**config.mk**
```make
export PLATFORM = sky130hd
export DESIGN_NAME = tick_gen_multi
export DESIGN_NICKNAME = d
export VERILOG_FILES = /design/src/rtl/tick_gen_multi.sv
export SDC_FILE = /design/constraint.sdc
export NUM_CORES = 1
export LEC_CHECK = 0
export BUFFER_PORTS_ARGS = -buffer_cell sky130_fd_sc_hd__buf_2
export CORE_MARGIN = 3
export CORE_UTILIZATION = 55
export CTS_CLUSTER_DIAMETER = 200
export CTS_CLUSTER_SIZE = 14
export DETAILED_ROUTE_END_ITERATION = 7
export MAX_ROUTING_LAYER = met4
export PLACE_DENSITY = 0.8
export SLEW_MARGIN = 30
export SYNTH_ARGS = -nofsm -noshare
export SYNTH_HDL_FRONTEND = slang
export SYNTH_SLANG_ARGS = --single-unit
```
**constraint.sdc**
```tcl
create_clock -name CLOCK_50 -period 5.6 [get_ports CLOCK_50]
set_clock_uncertainty 0.2 [all_clocks]
set_input_delay 0.56 -clock CLOCK_50 [delete_from_list [all_inputs] [get_ports CLOCK_50]]
set_output_delay 0.56 -clock CLOCK_50 [all_outputs]
set_load 0.01 [all_outputs]
```
**src/rtl/tick_gen_multi.sv**
```systemverilog
// tick_gen_multi: NCH independent loadable tick dividers, periodic or one-shot.
// Define TICK_GEN_PRESCALE_EN to add a shared PRESCALE divider gating every channel's advance.
module tick_gen_multi #(
  parameter int unsigned NCH      = 4,
  parameter int unsigned WIDTH    = 27,
  parameter int unsigned PRESCALE = 1
) (
  input  logic                 CLOCK_50,
  input  logic                 resetn,
  input  logic [NCH*WIDTH-1:0] period,
  input  logic [NCH-1:0]       mode,
  input  logic [NCH-1:0]       load,
  input  logic [NCH-1:0]       clear,
  input  logic [NCH-1:0]       enable,
  output logic [NCH-1:0]       tick,
  output logic [NCH-1:0]       busy
);

  typedef enum logic {IDLE = 1'b0, RUN = 1'b1} state_e;

  state_e           st_q  [NCH];
  state_e           st_d  [NCH];
  logic [WIDTH-1:0] cnt_q [NCH];
  logic [WIDTH-1:0] cnt_d [NCH];
  logic [WIDTH-1:0] per_q [NCH];
  logic [WIDTH-1:0] per_d [NCH];
  logic [NCH-1:0]   md_q, md_d;
  logic [NCH-1:0]   tick_q, tick_d;
  logic             ce;

`ifdef TICK_GEN_PRESCALE_EN
  localparam int unsigned   PW   = (PRESCALE > 1) ? $clog2(PRESCALE) : 1;
  localparam logic [PW-1:0] PMAX = PW'(PRESCALE - 1);

  logic [PW-1:0] pre_q, pre_d;

  always_comb begin
    ce    = (pre_q == PMAX);
    pre_d = ce ? '0 : pre_q + PW'(1);
  end

  always_ff @(posedge CLOCK_50 or negedge resetn) begin
    if (!resetn) pre_q <= '0;
    else         pre_q <= pre_d;
  end
`else
  // Always 1 for any legal PRESCALE; the ratio has no effect without the prescaler.
  assign ce = (PRESCALE >= 1);
`endif

  always_comb begin
    st_d   = st_q;
    cnt_d  = cnt_q;
    per_d  = per_q;
    md_d   = md_q;
    tick_d = '0;
    for (int unsigned i = 0; i < NCH; i++) begin
      if (clear[i]) begin
        st_d[i]  = IDLE;
        cnt_d[i] = '0;
      end else if (load[i]) begin
        per_d[i] = period[i*WIDTH +: WIDTH];
        cnt_d[i] = period[i*WIDTH +: WIDTH];
        md_d[i]  = mode[i];
        st_d[i]  = RUN;
      end else if (st_q[i] == RUN && enable[i] && ce) begin
        if (cnt_q[i] != '0) begin
          cnt_d[i] = cnt_q[i] - WIDTH'(1);
        end else begin
          tick_d[i] = 1'b1;
          if (md_q[i]) st_d[i]  = IDLE;
          else         cnt_d[i] = per_q[i];
        end
      end
    end
  end

  always_ff @(posedge CLOCK_50 or negedge resetn) begin
    if (!resetn) begin
      for (int unsigned i = 0; i < NCH; i++) begin
        st_q[i]  <= IDLE;
        cnt_q[i] <= '0;
        per_q[i] <= '0;
      end
      md_q   <= '0;
      tick_q <= '0;
    end else begin
      st_q   <= st_d;
      cnt_q  <= cnt_d;
      per_q  <= per_d;
      md_q   <= md_d;
      tick_q <= tick_d;
    end
  end

  always_comb begin
    tick = tick_q;
    for (int unsigned i = 0; i < NCH; i++) busy[i] = (st_q[i] == RUN);
  end

endmodule

```
==> results of run 1 <==
-- worst min-delay path by stage --
stage	from	endpoint	cells past startpoint
after CTS	mode[2]	md_q[2]$_DFFE_PN0P_	3
after global placement	per_q[37]$_DFFE_PN0P_	per_q[37]$_DFFE_PN0P_	2
after detailed placement	per_q[35]$_DFFE_PN0P_	per_q[35]$_DFFE_PN0P_	2
final	mode[2]	md_q[2]$_DFFE_PN0P_	3
after floorplan	resetn	busy[0]$_DFFE_PN0P_	0
after global routing	mode[1]	md_q[1]$_DFFE_PN0P_	3
-- registers in the layout, summed over array words and instances (netlist names) --
signal	cells
busy	4
md_q	4
cnt_q	108
tick	4
per_q	108
-- synth_stat cells (8+ instances only) --
cell / instances
sky130_fd_sc_hd__o211ai_1: 23
sky130_fd_sc_hd__xor2_1: 8
sky130_fd_sc_hd__or3_1: 20
sky130_fd_sc_hd__a21oi_1: 61
sky130_fd_sc_hd__o21ai_0: 81
sky130_fd_sc_hd__buf_2: 14
sky130_fd_sc_hd__o311ai_0: 10
sky130_fd_sc_hd__nor3_1: 50
sky130_fd_sc_hd__nand2_1: 389
sky130_fd_sc_hd__or2_2: 9
sky130_fd_sc_hd__a31oi_1: 31
sky130_fd_sc_hd__nand4_1: 15
sky130_fd_sc_hd__xnor2_1: 16
sky130_fd_sc_hd__and2_1: 10
sky130_fd_sc_hd__nor4_1: 54
sky130_fd_sc_hd__nor2_1: 103
sky130_fd_sc_hd__nand2b_1: 20
sky130_fd_sc_hd__nand3_1: 60
sky130_fd_sc_hd__and3_1: 10
sky130_fd_sc_hd__a22oi_1: 8
sky130_fd_sc_hd__a211oi_1: 13
sky130_fd_sc_hd__a211o_1: 9
sky130_fd_sc_hd__a22o_1: 14
sky130_fd_sc_hd__ha_1: 8
sky130_fd_sc_hd__o31ai_1: 17
sky130_fd_sc_hd__inv_1: 23
sky130_fd_sc_hd__or4_1: 25
sky130_fd_sc_hd__dfrtp_1: 228
sky130_fd_sc_hd__o22ai_1: 9
sky130_fd_sc_hd__clkbuf_1: 67
sky130_fd_sc_hd__a21o_1: 12
-- power groups by stage --
stage | logic, mW | registers (mW) | clock network [mW]
floorplan | 0.622 | 1.98 | 0
global placement | 0.826 | 2.03 | 0
detailed placement | 0.852 | 2.03 | 0
CTS | 0.857 | 2.01 | 1.30
global route | 0.965 | 2.04 | 1.35
finish | 0.862 | 2.01 | 1.26
-- worst register-to-register path: cells and delay by family (launching register included) --
kind | cells | cell delay, ns
AO/OA/AOI/OAI | 2 | 0.39
flip-flops | 1 | 0.50
AND/OR/NAND/NOR | 4 | 2.22
-- final cells by class --
type                       instances  area [µm²]  share of cell area
inverter                          24        90.1             0.00628
timing repair buffer             151         826              0.0576
multi-input combinational       1213        6790               0.473
sequential                       228        5710               0.398
clock inverter                     1        11.3            0.000786
tap                              313         392              0.0273
clock buffer                      21         526              0.0367
-- timing repair --
action / in CTS / in global routing
hold buffers: 1 / 0
resized for setup: 0 / 0
hold endpoints to repair: 108 / 0
setup buffers: 0 / 0
-- per-layer routing --
metal  up-vias  part of all wire
met3        63             0.065
met1      5953              0.44
met4         0             0.021
met5         -                 0
met2       483              0.47
li1       5814                 -
-- layout by cell type (no fill, tap or decap), types with 6 or more instances in the layout --
| cell | instances |
|---|---|
| sky130_fd_sc_hd__nand2_1 | 389 |
| sky130_fd_sc_hd__dfrtp_1 | 228 |
| sky130_fd_sc_hd__buf_2 | 132 |
| sky130_fd_sc_hd__nor2_1 | 101 |
| sky130_fd_sc_hd__o21ai_0 | 81 |
| sky130_fd_sc_hd__a21oi_1 | 61 |
| sky130_fd_sc_hd__nand3_1 | 60 |
| sky130_fd_sc_hd__nor4_1 | 53 |
| sky130_fd_sc_hd__nor3_1 | 50 |
| sky130_fd_sc_hd__a31oi_1 | 30 |
| sky130_fd_sc_hd__or4_1 | 24 |
| sky130_fd_sc_hd__inv_1 | 23 |
| sky130_fd_sc_hd__o211ai_1 | 23 |
| sky130_fd_sc_hd__clkbuf_16 | 21 |
| sky130_fd_sc_hd__or3_1 | 20 |
| sky130_fd_sc_hd__o31ai_1 | 17 |
| sky130_fd_sc_hd__nand2b_1 | 16 |
| sky130_fd_sc_hd__xnor2_1 | 16 |
| sky130_fd_sc_hd__buf_4 | 16 |
| sky130_fd_sc_hd__nand4_1 | 15 |
| sky130_fd_sc_hd__a22o_1 | 14 |
| sky130_fd_sc_hd__a211oi_1 | 13 |
| sky130_fd_sc_hd__a21o_1 | 12 |
| sky130_fd_sc_hd__and2_1 | 10 |
| sky130_fd_sc_hd__and3_1 | 10 |
| sky130_fd_sc_hd__o311ai_0 | 10 |
| sky130_fd_sc_hd__or2_2 | 9 |
| sky130_fd_sc_hd__o22ai_1 | 9 |
| sky130_fd_sc_hd__a211o_1 | 9 |
| sky130_fd_sc_hd__a22oi_1 | 8 |
| sky130_fd_sc_hd__xor2_1 | 8 |
| sky130_fd_sc_hd__ha_1 | 8 |
| sky130_fd_sc_hd__or4_4 | 7 |
| sky130_fd_sc_hd__nor4b_1 | 7 |
| sky130_fd_sc_hd__o22a_1 | 7 |
| sky130_fd_sc_hd__a32o_1 | 7 |
| sky130_fd_sc_hd__nor4_2 | 6 |
| sky130_fd_sc_hd__nor3b_1 | 6 |
-- metrics by stage --
| step | area (µm²) | worst slack [ns] |
|---|---|---|
| final | 14300 | 2.21 |
| after global routing | 14300 | 1.94 |
| after CTS | 14300 | 2.09 |
| after detailed placement | 13800 | 2.14 |
| after global placement | 13800 | 2.25 |
| after floorplan | 12900 | 2.91 |
-- cell families (layout without fill, tap and decap cells) --
| family | after synthesis | in the layout | synth area share |
|---|---|---|---|
| buf+inv | 112 | 197 | 0.0351 |
| xor+xnor | 24 | 24 | 0.0163 |
| fa+ha+maj | 8 | 8 | 0.00776 |
| flops | 228 | 228 | 0.442 |
| compound gates | 360 | 360 | 0.190 |
| mux | 7 | 7 | 0.00562 |
| simple gates | 814 | 814 | 0.303 |
==> results.txt, run 1 <==
In this run the static leakage power is 6.61 nW. The switching part of the total power is 0.316. The most congested layer reported by global routing is met2. The wire length of the first global-routing pass is 59.4 mm.

The cell area after synthesis is 12,900 µm². The flow ran to the end, and the final reports show no timing, DRC or antenna violations. The area of the core came out at 22,800 µm². The net count of the mapped netlist came out at 1,687. The buffer type at the clock tree root is sky130_fd_sc_hd__clkbuf_16. The share of the cycle needed by the critical path after routing came out at 0.606. The distinct cell type count after synthesis came out at 74. The capture point of the critical path is cnt_q[83]$_DFFE_PN0P_. The share of total power dissipated in sequential elements is 0.487. After detailed routing, the total wire length is 35.7 mm.

The portion of synthesized cell area occupied by the leading cell type came out at 0.442. The number of antenna cells inserted came out at 0. The number of setup violations in the final report came out at 0. In this run the horizontal extent of the chip is 159 µm.

The flop-to-flop setup slack is 2.21 ns. The post-detailed-route via-to-cell ratio came out at 6.31. The via count of the first global-routing pass came out at 11,757.

The total stage count of the critical path is 6. The signal on the critical path passes through nor4_2 > nand3_1 > or4_2 > nand2_1 > o21ai_0 > a22o_1. In this run the critical register-to-register path is captured at cnt_q[83]$_DFFE_PN0P_.

The met3 track demand over resource came out at 0.0328. After detailed routing, the average wire length per cell comes to 18.3 µm. The type of element launching the critical path is a flop. The pin count of the biggest net entering global routing is 121. For this design the total switching power over the nets is 1.31 mW. In this run the critical register-to-register path is launched from cnt_q[85]$_DFFE_PN0P_. The slowest stage of the critical path is the sky130_fd_sc_hd__or4_2 cell. The detailed-placement wirelength estimate came out at 24.3 mm. The proportion of synthesized chip area in sequential cells is 0.442. The routed design could run at a clock period as short as 3.39 ns. The worst-case IR drop observed on VDD is 0.240 mV. Buffers inserted during clock tree synthesis total 20. Along the worst path, the maximum fanout reaches 30.

For met2 alone, demand over resource in global routing was 0.451. The layout overhead on the synthesized area is 11.1%. The sum of negative setup slack is 0 ns. The first routing iteration left 1,262 violations.

The placer congestion estimate came out at 0.928. The nature of the critical path endpoint is a flop. The H-tree depth is 1. In this run the core area contains 55 standard-cell rows.

The share of layout cells above drive strength 1 came out at 0.136. For this run, the number of Yosys warnings is 0. The critical path required time came out at 5.79 ns. The count of final hold-check violations is 0. Max-cap violations in this run came to 0. The first-pass detailed-route iteration total is 5. Among cell families on the critical path, the largest total delay comes from simple AND/OR/NAND/NOR gates. The transition time of the tightest slew-check pin came out at 0.958 ns. The final instance count without filler cells came out at 1,951. The async set or reset register ratio after synthesis is 1.00. TritonCTS built the clock tree. The number of max-slew violations in the final report is 0. The count of buffering cells on the critical path with inverters included came out at 0.

The design internal power is 2.83 mW. The aggregate global-route resource usage came out at 0.282. The part of the power in the clock network is 0.304. Timing would allow up to 295 MHz. The number of top-level design ports is 134. The count of buffers added on input and output ports is 133. The number of antenna violations at the first check in global routing is 0. The cell count after synthesis is 1,553. The worst hold-check slack is 0.0559 ns. For the worst-skew pair, the clock arrives at the later sink with an insertion delay of 0.49 ns.

The filler cell count in the final layout came out at 2,024. The number of enable-type register cells in the synthesized netlist is 0. Measured in cells, the most critical reg-to-reg path has a length of 6. The power share of the combinational group is 0.209. The overall overflow remaining after global route came out at 0. The post-route core utilization is 0.627.

The clock-pin transition on the worst setup and hold timing paths is 0.07 ns. The post-placement cell count came out at 1,928. Setup repair after global routing left no endpoint under its margin. The largest stage delay on the critical path is 1.06 ns. The library cell occupying the most area in the post-synthesis netlist is sky130_fd_sc_hd__dfrtp_1. The met1 usage came out at 0.389.

The per-instance average area after synthesis came out at 8.31 µm². The setup path with the least slack is of type flop to flop. In this run the worst setup path begins at cnt_q[85]$_DFFE_PN0P_.

The clock sink count came out at 228. The die area is 25,300 µm². The number of vias in the routed layout is 12,313. In this run the worst hold path is classified as input port to flop. The number of nets with antenna violations after routing is 0. The number of buffers on the longest clock path is 3. For this configuration, the core starts out at a cell density of 0.565. Measured against its own limit, the worst slew margin works out to 0.354. The power per standard cell area is 288 nW/µm². The synthesized design contains 228 register bits. Yosys attributes the largest share of cell area to sky130_fd_sc_hd__dfrtp_1, sky130_fd_sc_hd__nand2_1, sky130_fd_sc_hd__o21ai_0.

For this run, the leading register cell type out of synthesis is sky130_fd_sc_hd__dfrtp_1. The total DRC errors in the routed layout is 0. The overall power of the completed layout is 4.13 mW.

The number of nets in the finished design is 1,772. The endpoint arrival time on the critical path came out at 3.59 ns. In this run the vertical extent of the chip is 159 µm.
No activity file was read; power rests on OpenSTA's default activity.
==> run 2, diff against run 1 <==
--- a/config.mk
+++ b/config.mk
@@ -7,12 +7,12 @@
 export LEC_CHECK = 0
 export BUFFER_PORTS_ARGS = -buffer_cell sky130_fd_sc_hd__buf_2
 export CORE_MARGIN = 3
-export CORE_UTILIZATION = 55
+export CORE_UTILIZATION = 54
 export CTS_CLUSTER_DIAMETER = 200
 export CTS_CLUSTER_SIZE = 14
 export DETAILED_ROUTE_END_ITERATION = 7
 export MAX_ROUTING_LAYER = met4
-export PLACE_DENSITY = 0.8
+export PLACE_DENSITY = 0.82
 export SLEW_MARGIN = 30
 export SYNTH_ARGS = -nofsm -noshare
 export SYNTH_HDL_FRONTEND = slang
==> constraint.sdc (replaced) <==
create_clock -name CLOCK_50 -period 3.08 [get_ports CLOCK_50]
set_clock_uncertainty 0.2 [all_clocks]
set_input_delay 0.308 -clock CLOCK_50 [delete_from_list [all_inputs] [get_ports CLOCK_50]]
set_output_delay 0.308 -clock CLOCK_50 [all_outputs]
set_load 0.01 [all_outputs]
==> run 2 against run 1 <==
Non-clock buffer count increased by 180; clock power increased by 83%; wire length up 11%; sequential share of layout area shrank 4.1 points; combinational power grew 110%; global-route usage rose by 3.3 points; critical path depth did not move; critical path type unchanged; critical endpoint is now cnt_q[10]$_DFFE_PN0P_.
==> results.txt, run 2 (synthesis results as in run 1) <==
The number of antenna violations at the first check in global routing came out at 0. In the final layout, the share of cells above drive strength 1 is 0.154. The H-tree depth came out at 1. In the final layout, the registers with the most flip-flops are cnt_q x108, per_q x108. The number of nets with antenna violations after routing is 0.

After clock tree synthesis, the setup repair step added 0 buffers. The effective utilization at floorplan is 0.560. Grouping stages by cell kind, the critical path spends the most delay in simple AND/OR/NAND/NOR gates. The detailed-placement wirelength estimate is 26.3 mm.

TritonCTS created 20 clock buffers. The number of top-level design ports is 134. Dividing the final minimum period by the clock period gives 0.942.

The switching power came out at 2.47 mW. For the pin with the worst max-slew slack, the measured transition is 0.735 ns. The tree is rooted in a sky130_fd_sc_hd__clkbuf_16. The flop-to-flop setup slack came out at 0.18 ns. The headroom to the max-slew limit came out at 0.508. The critical path contains buffers and inverters numbering 0 combined. The static leakage came out at 7.40 nW. The total DRC errors in the routed layout is 0. Power spread over the standard cell area amounts to 488 nW/µm². The die area is 25,800 µm². Derived from the worst setup path, the maximum achievable clock frequency is 345 MHz. The first routing iteration left 1,346 violations. The overall overflow remaining after global route is 0. The top cell types in the final layout, fill and taps aside, are sky130_fd_sc_hd__nand2_1, sky130_fd_sc_hd__dfrtp_1, sky130_fd_sc_hd__buf_2, sky130_fd_sc_hd__dlygate4sd3_1, sky130_fd_sc_hd__nor2_1.

After the last flow step, the layout net total stands at 1,952. The average wire per standard cell is 18.6 µm. The count of final hold-check violations is 0. The library cell used most frequently in the layout, excluding fill and tap cells, is sky130_fd_sc_hd__nand2_1. The number of placed instances, taps included, is 1,989. The design internal power is 5.32 mW. The post-detailed-route via-to-cell ratio came out at 6.27. After clock tree synthesis, the clock-pin slew on the worst setup and hold paths is 0.07 ns. The clock sink count came out at 228.

The shortest period the worst path allows is 2.90 ns. The number of antenna cells inserted came out at 0. The critical path required time is 3.26 ns. The slowest stage of the critical path belongs to the cell sky130_fd_sc_hd__or4_1.

The later-pin clock latency in the skew report is 0.50 ns. The finished layout holds 2,131 standard cells, fillers aside. The setup path with the least slack is of type flop to flop. Setup violations remaining at the end of the flow were counted as 0. The maximum fanout along the worst path is 8. The endpoint arrival time on the critical path came out at 3.09 ns. The area of the core is 23,100 µm². The pin count of the biggest net entering global routing came out at 87.

Of the total power, registers draw 0.469. The signal on the critical path passes through or4_1 > or4_4 > or4_4 > nand2_1 > o21ai_0 > a22o_1. The number of max-slew violations in the final report came out at 0. The run finished with clean final reports.

The share of total power dissipated in the clock network is 0.296. The most numerous cell type found on the critical path is sky130_fd_sc_hd__or4_4. The path class of the tightest hold or removal check is input port to flop. The x dimension of the die is 161 µm. The wire length of the first global-routing pass came out at 66.3 mm. The via count of the first global-routing pass is 13,268. The number of buffers on the longest clock path came out at 3. VDD sags by at most 0.482 mV. Row generation in the floorplan step produced 55 rows.

After routing, the total negative slack on setup checks comes to 0 ns. For this run, the total global-route usage over all layers was measured as 0.315. From bottom edge to top edge, the die measures 161 µm. Setup repair after global routing left no endpoint under its margin.

The clock tree from TritonCTS is yes. The worst hold-check slack came out at 0.0320 ns. The layout overhead on the synthesized area came out at 23.9%. The placer congestion estimate came out at 0.968. The nature of the critical path endpoint is a flop. The number of max-cap violations is 0. The share of total power dissipated in combinational logic is 0.236. For this run, the slowest stage of the critical path takes 0.59 ns.

Of the total power, the share spent switching nets is 0.317. The total wire length came out at 39.6 mm. The worst setup path is launched from a flop. The routed layout has 13,351 vias. The number of I/O port buffers is 133. The first detailed-routing pass took 5 iterations.
==> run 2: routing by layer <==
metal / track usage / up-vias / routed length (µm) / share of wire
met4: 0.108 / 0 / 1330 / 0.034
met1: 0.414 / 6463 / 16700 / 0.42
met3: 0.0459 / 115 / 2770 / 0.070
met5: - / - / 0 / 0
li1: - / 6180 / - / -
met2: 0.503 / 593 / 18800 / 0.47
==> run 2: area by class of cell <==
| cell class | instances | area (µm²) |
|---|---|---|
| clock inverters | 1 | 11.3 |
| well taps | 313 | 392 |
| repair buffers | 331 | 2490 |
| inverters | 24 | 90.1 |
| clock buffers | 21 | 526 |
| flip-flops and latches | 228 | 5710 |
| multi-input cells | 1213 | 6770 |
| fillers | 1839 | 7070 |
==> run 2: path summary, 6_finish.rpt <==
check	startpoint	end	depth (start not counted)
setup / recovery	cnt_q[18]$_DFFE_PN0P_	cnt_q[10]$_DFFE_PN0P_	6
hold / removal	clear[3]	cnt_q[23]$_DFFE_PN0P_	3
setup reg to reg	cnt_q[18]$_DFFE_PN0P_	cnt_q[10]$_DFFE_PN0P_	6
hold reg to reg	per_q[87]$_DFFE_PN0P_	per_q[87]$_DFFE_PN0P_	2
max in group asynchronous	resetn	cnt_q[47]$_DFFE_PN0P_	3
min in group asynchronous	resetn	cnt_q[1]$_DFFE_PN0P_	2
==> run 2: tightest hold or removal path: cells and delay by family <==
| family | cells | cell delay, ns |
|---|---|---|
| AOI/OAI and AO/OA | 1 | 0.05 |
| buffers and inverters | 2 | 0.31 |
==> run 2: stage by stage <==
stage          area (µm²)  worst slack (ns)  power [mW]   util
6_report            16000             0.178        7.80  0.693
5_1_grt             16000            0.0308        8.21  0.693
4_1_cts             16000             0.105        7.81  0.693
3_5_place_dp        14200             0.129        5.37  0.618
3_3_place_gp        14200             0.208        5.31  0.618
2_1_floorplan       12900             0.385        4.73      -
==> run 2: what timing repair did <==
action | CTS | global route
endpoints found under the hold margin | 268 | 0
endpoints found under the setup margin | 0 | 1
resized for setup | 0 | 1
hold buffers | 120 | 0
==> run 2: power groups by stage <==
stage | Sequential, mW | Clock (mW) | Combinational, mW
6_report | 3.65 | 2.30 | 1.84
5_1_grt | 3.70 | 2.46 | 2.04
2_1_floorplan | 3.60 | 0 | 1.13
4_1_cts | 3.64 | 2.36 | 1.81
3_3_place_gp | 3.68 | 0 | 1.64
3_5_place_dp | 3.69 | 0 | 1.68
==> run 3, diff against run 2 <==
--- a/config.mk
+++ b/config.mk
@@ -5,6 +5,7 @@
 export SDC_FILE = /design/constraint.sdc
 export NUM_CORES = 1
 export LEC_CHECK = 0
+export ABC_CLOCK_PERIOD_IN_PS = 3080
 export BUFFER_PORTS_ARGS = -buffer_cell sky130_fd_sc_hd__buf_2
 export CORE_MARGIN = 3
 export CORE_UTILIZATION = 54
@@ -13,6 +14,7 @@
 export DETAILED_ROUTE_END_ITERATION = 7
 export MAX_ROUTING_LAYER = met4
 export PLACE_DENSITY = 0.82
+export REMOVE_ABC_BUFFERS = 1
 export SLEW_MARGIN = 30
 export SYNTH_ARGS = -nofsm -noshare
 export SYNTH_HDL_FRONTEND = slang
==> run 3 against run 2 <==
Critical path depth rose by 2; hold slack improved by 0.0025 ns; fmax fell by 1.8%; worst setup slack worse by 0.053 ns; utilization about the same; first-iteration DRC count is 17% higher; combinational power about the same; clock power is essentially flat; sequential cell count is the same; cell area barely moved; non-clock buffer count is 7 lower; highest routed layer unchanged.
==> results.txt, run 3 (synthesis results as in run 1) <==
The top achievable clock speed is 338 MHz. The number of antenna cells inserted is 0. The total DRC errors in the routed layout came out at 0.

The worst setup path is launched from a flop. Across every metal layer, demand over resource in global routing totals 0.310. Port buffering added 133 buffers. The worst voltage drop across the vdd grid is 0.409 mV. The overall overflow remaining after global route is 0. The area of the core is 23,100 µm². In the final routing, the length of wire on met1 measures 16.4 mm. The largest registers in the layout are cnt_q x108, per_q x108. The wire length of the first global-routing pass is 65.5 mm.

The die covers 25,800 µm². Headroom to the max-slew limit came out at 0.410. Signal routing reaches up to met4. The shortest period the worst path allows came out at 2.95 ns.

The post-CTS setup repair buffer count is 0. The tightest min-delay check is of the input port to flop type. The pin count of the biggest net entering global routing came out at 79. The row count is 55. The first routing iteration left 1,571 violations.

The number of top-level design ports came out at 134. Once detailed placement completed, the half-perimeter wirelength came to 25.8 mm. The number of buffers on the longest clock path came out at 3. The net count of the finished layout is 1,945. The via count of the first global-routing pass is 13,040.

The post-detailed-route via-to-cell ratio is 6.21. The effective utilization at floorplan came out at 0.560. The power per standard cell area is 488 nW/µm².

The number of max-slew violations in the final report is 0. Summing over every cut layer, the via total after detailed routing is 13,197. The library cells used most frequently in the layout, excluding fill and tap cells, are sky130_fd_sc_hd__nand2_1, sky130_fd_sc_hd__dfrtp_1, sky130_fd_sc_hd__buf_2, sky130_fd_sc_hd__dlygate4sd3_1, sky130_fd_sc_hd__nor2_1. The buffer type at the clock tree root is sky130_fd_sc_hd__clkbuf_16.

The library cell used most frequently in the layout, excluding fill and tap cells, is sky130_fd_sc_hd__nand2_1. The flow ran to the end, and the final reports show no timing, DRC or antenna violations. The final layout contains routed wiring with a total length of 39.0 mm. The placer congestion estimate came out at 0.961.

The number of nets with antenna violations after routing is 0. The H-tree depth is 1. The area growth from synthesis to layout is 23.9%.

The number of antenna violations at the first check in global routing is 0. The count of final hold-check violations came out at 0. Wire segments on met2 add up to 18.9 mm in the final route.

For the worst-skew pair, the clock arrives at the later sink with an insertion delay of 0.50 ns. STA classifies the critical path endpoint as a flop. Summed over all nets, wire length on met3 after detailed routing comes to 2.72 mm.

Clock tree synthesis found a total of 228 sinks. The share of layout cells above drive strength 1 is 0.152. The critical path required time came out at 3.27 ns. TritonCTS built the clock tree. For this design the static power due to leakage is 7.38 nW. The first-pass detailed-route iteration total is 5. After clock tree synthesis, the clock-pin slew on the worst setup and hold paths is 0.07 ns.

Measured along the x axis, the die boundary spans 161 µm. The share of the cycle needed by the critical path after routing is 0.959. The average wire per standard cell is 18.4 µm.

The category of the most critical setup path is flop to flop. At the worst endpoint, the arrival time is 3.15 ns. At the end of the flow the core is filled with cells to 0.694. The number of CTS-inserted buffers is 20.

The die is 161 µm tall. Across the run, the number of max-cap violations was 0. The maximum fanout along the worst path is 20. Final hold analysis gives a worst-case slack of 0.0345 ns. The transition time of the tightest slew-check pin is 0.881 ns. The number of setup violations in the final report came out at 0.
run 3: where the power goes:
part	leakage (nW)	internal, mW	switching (mW)
clock network	0.265	1.21	1.09
logic	4.21	0.797	1.05
registers	2.91	3.32	0.340
total	7.38	5.33	2.48
run 3: through the flow:
step | setup slack (ns) | cells | setup TNS [ns] | instance area (µm²) | total power, mW
6_report | 0.125 | 2124 | 0 | 16000 | 7.81
2_1_floorplan | -0.578 | 1465 | -14.91 | 12500 | 4.68
3_5_place_dp | 0.0650 | 1981 | 0 | 14200 | 5.37
3_3_place_gp | 0.170 | 1981 | 0 | 14200 | 5.31
5_1_grt | -0.0102 | 2124 | -0.0102 | 16000 | 8.20
4_1_cts | 0.0481 | 2124 | 0 | 16000 | 7.80
run 3: area by class of cell:
cell class / instances / area (µm²)
clock inverters: 1 / 11.3
clock buffers: 21 / 526
fillers: 1773 / 7060
inverters: 24 / 90.1
repair buffers: 324 / 2460
flip-flops and latches: 228 / 5710
multi-input cells: 1213 / 6810
well taps: 313 / 392
run 3: final timing paths:
kind	cells past startpoint	startpoint	endpoint	slack [ns]
setup / recovery	8	cnt_q[45]$_DFFE_PN0P_	busy[2]$_DFFE_PN0P_	0.13
hold / removal	4	load[3]	cnt_q[1]$_DFFE_PN0P_	0.03
setup reg to reg	8	cnt_q[45]$_DFFE_PN0P_	busy[2]$_DFFE_PN0P_	0.13
hold reg to reg	2	per_q[95]$_DFFE_PN0P_	per_q[95]$_DFFE_PN0P_	0.27
max in group asynchronous	3	resetn	cnt_q[41]$_DFFE_PN0P_	1.74
min in group asynchronous	2	resetn	per_q[1]$_DFFE_PN0P_	0.18
run 3: metal layers:
metal | track usage | vias up
met5 | - | -
met4 | 0.0959 | 0
met3 | 0.0366 | 85
met2 | 0.498 | 606
met1 | 0.415 | 6344
li1 | - | 6162
run 3: critical path: stages, from the launching register on:
cell and delay [ns]:
sky130_fd_sc_hd__dfrtp_1 0.44, sky130_fd_sc_hd__nor4_1 0.46, sky130_fd_sc_hd__nand3_2 0.25, sky130_fd_sc_hd__nor4_4 0.28, sky130_fd_sc_hd__buf_4 0.29, sky130_fd_sc_hd__nand3_1 0.10
sky130_fd_sc_hd__a21oi_1 0.18, sky130_fd_sc_hd__nor2_1 0.07, sky130_fd_sc_hd__dlygate4sd3_1 0.56
run 3: what timing repair did:
item,4_1_cts,5_1_grt
hold buffers,121,0
setup endpoints to repair,0,26
hold endpoints to repair,269,0
gates resized for setup,0,5
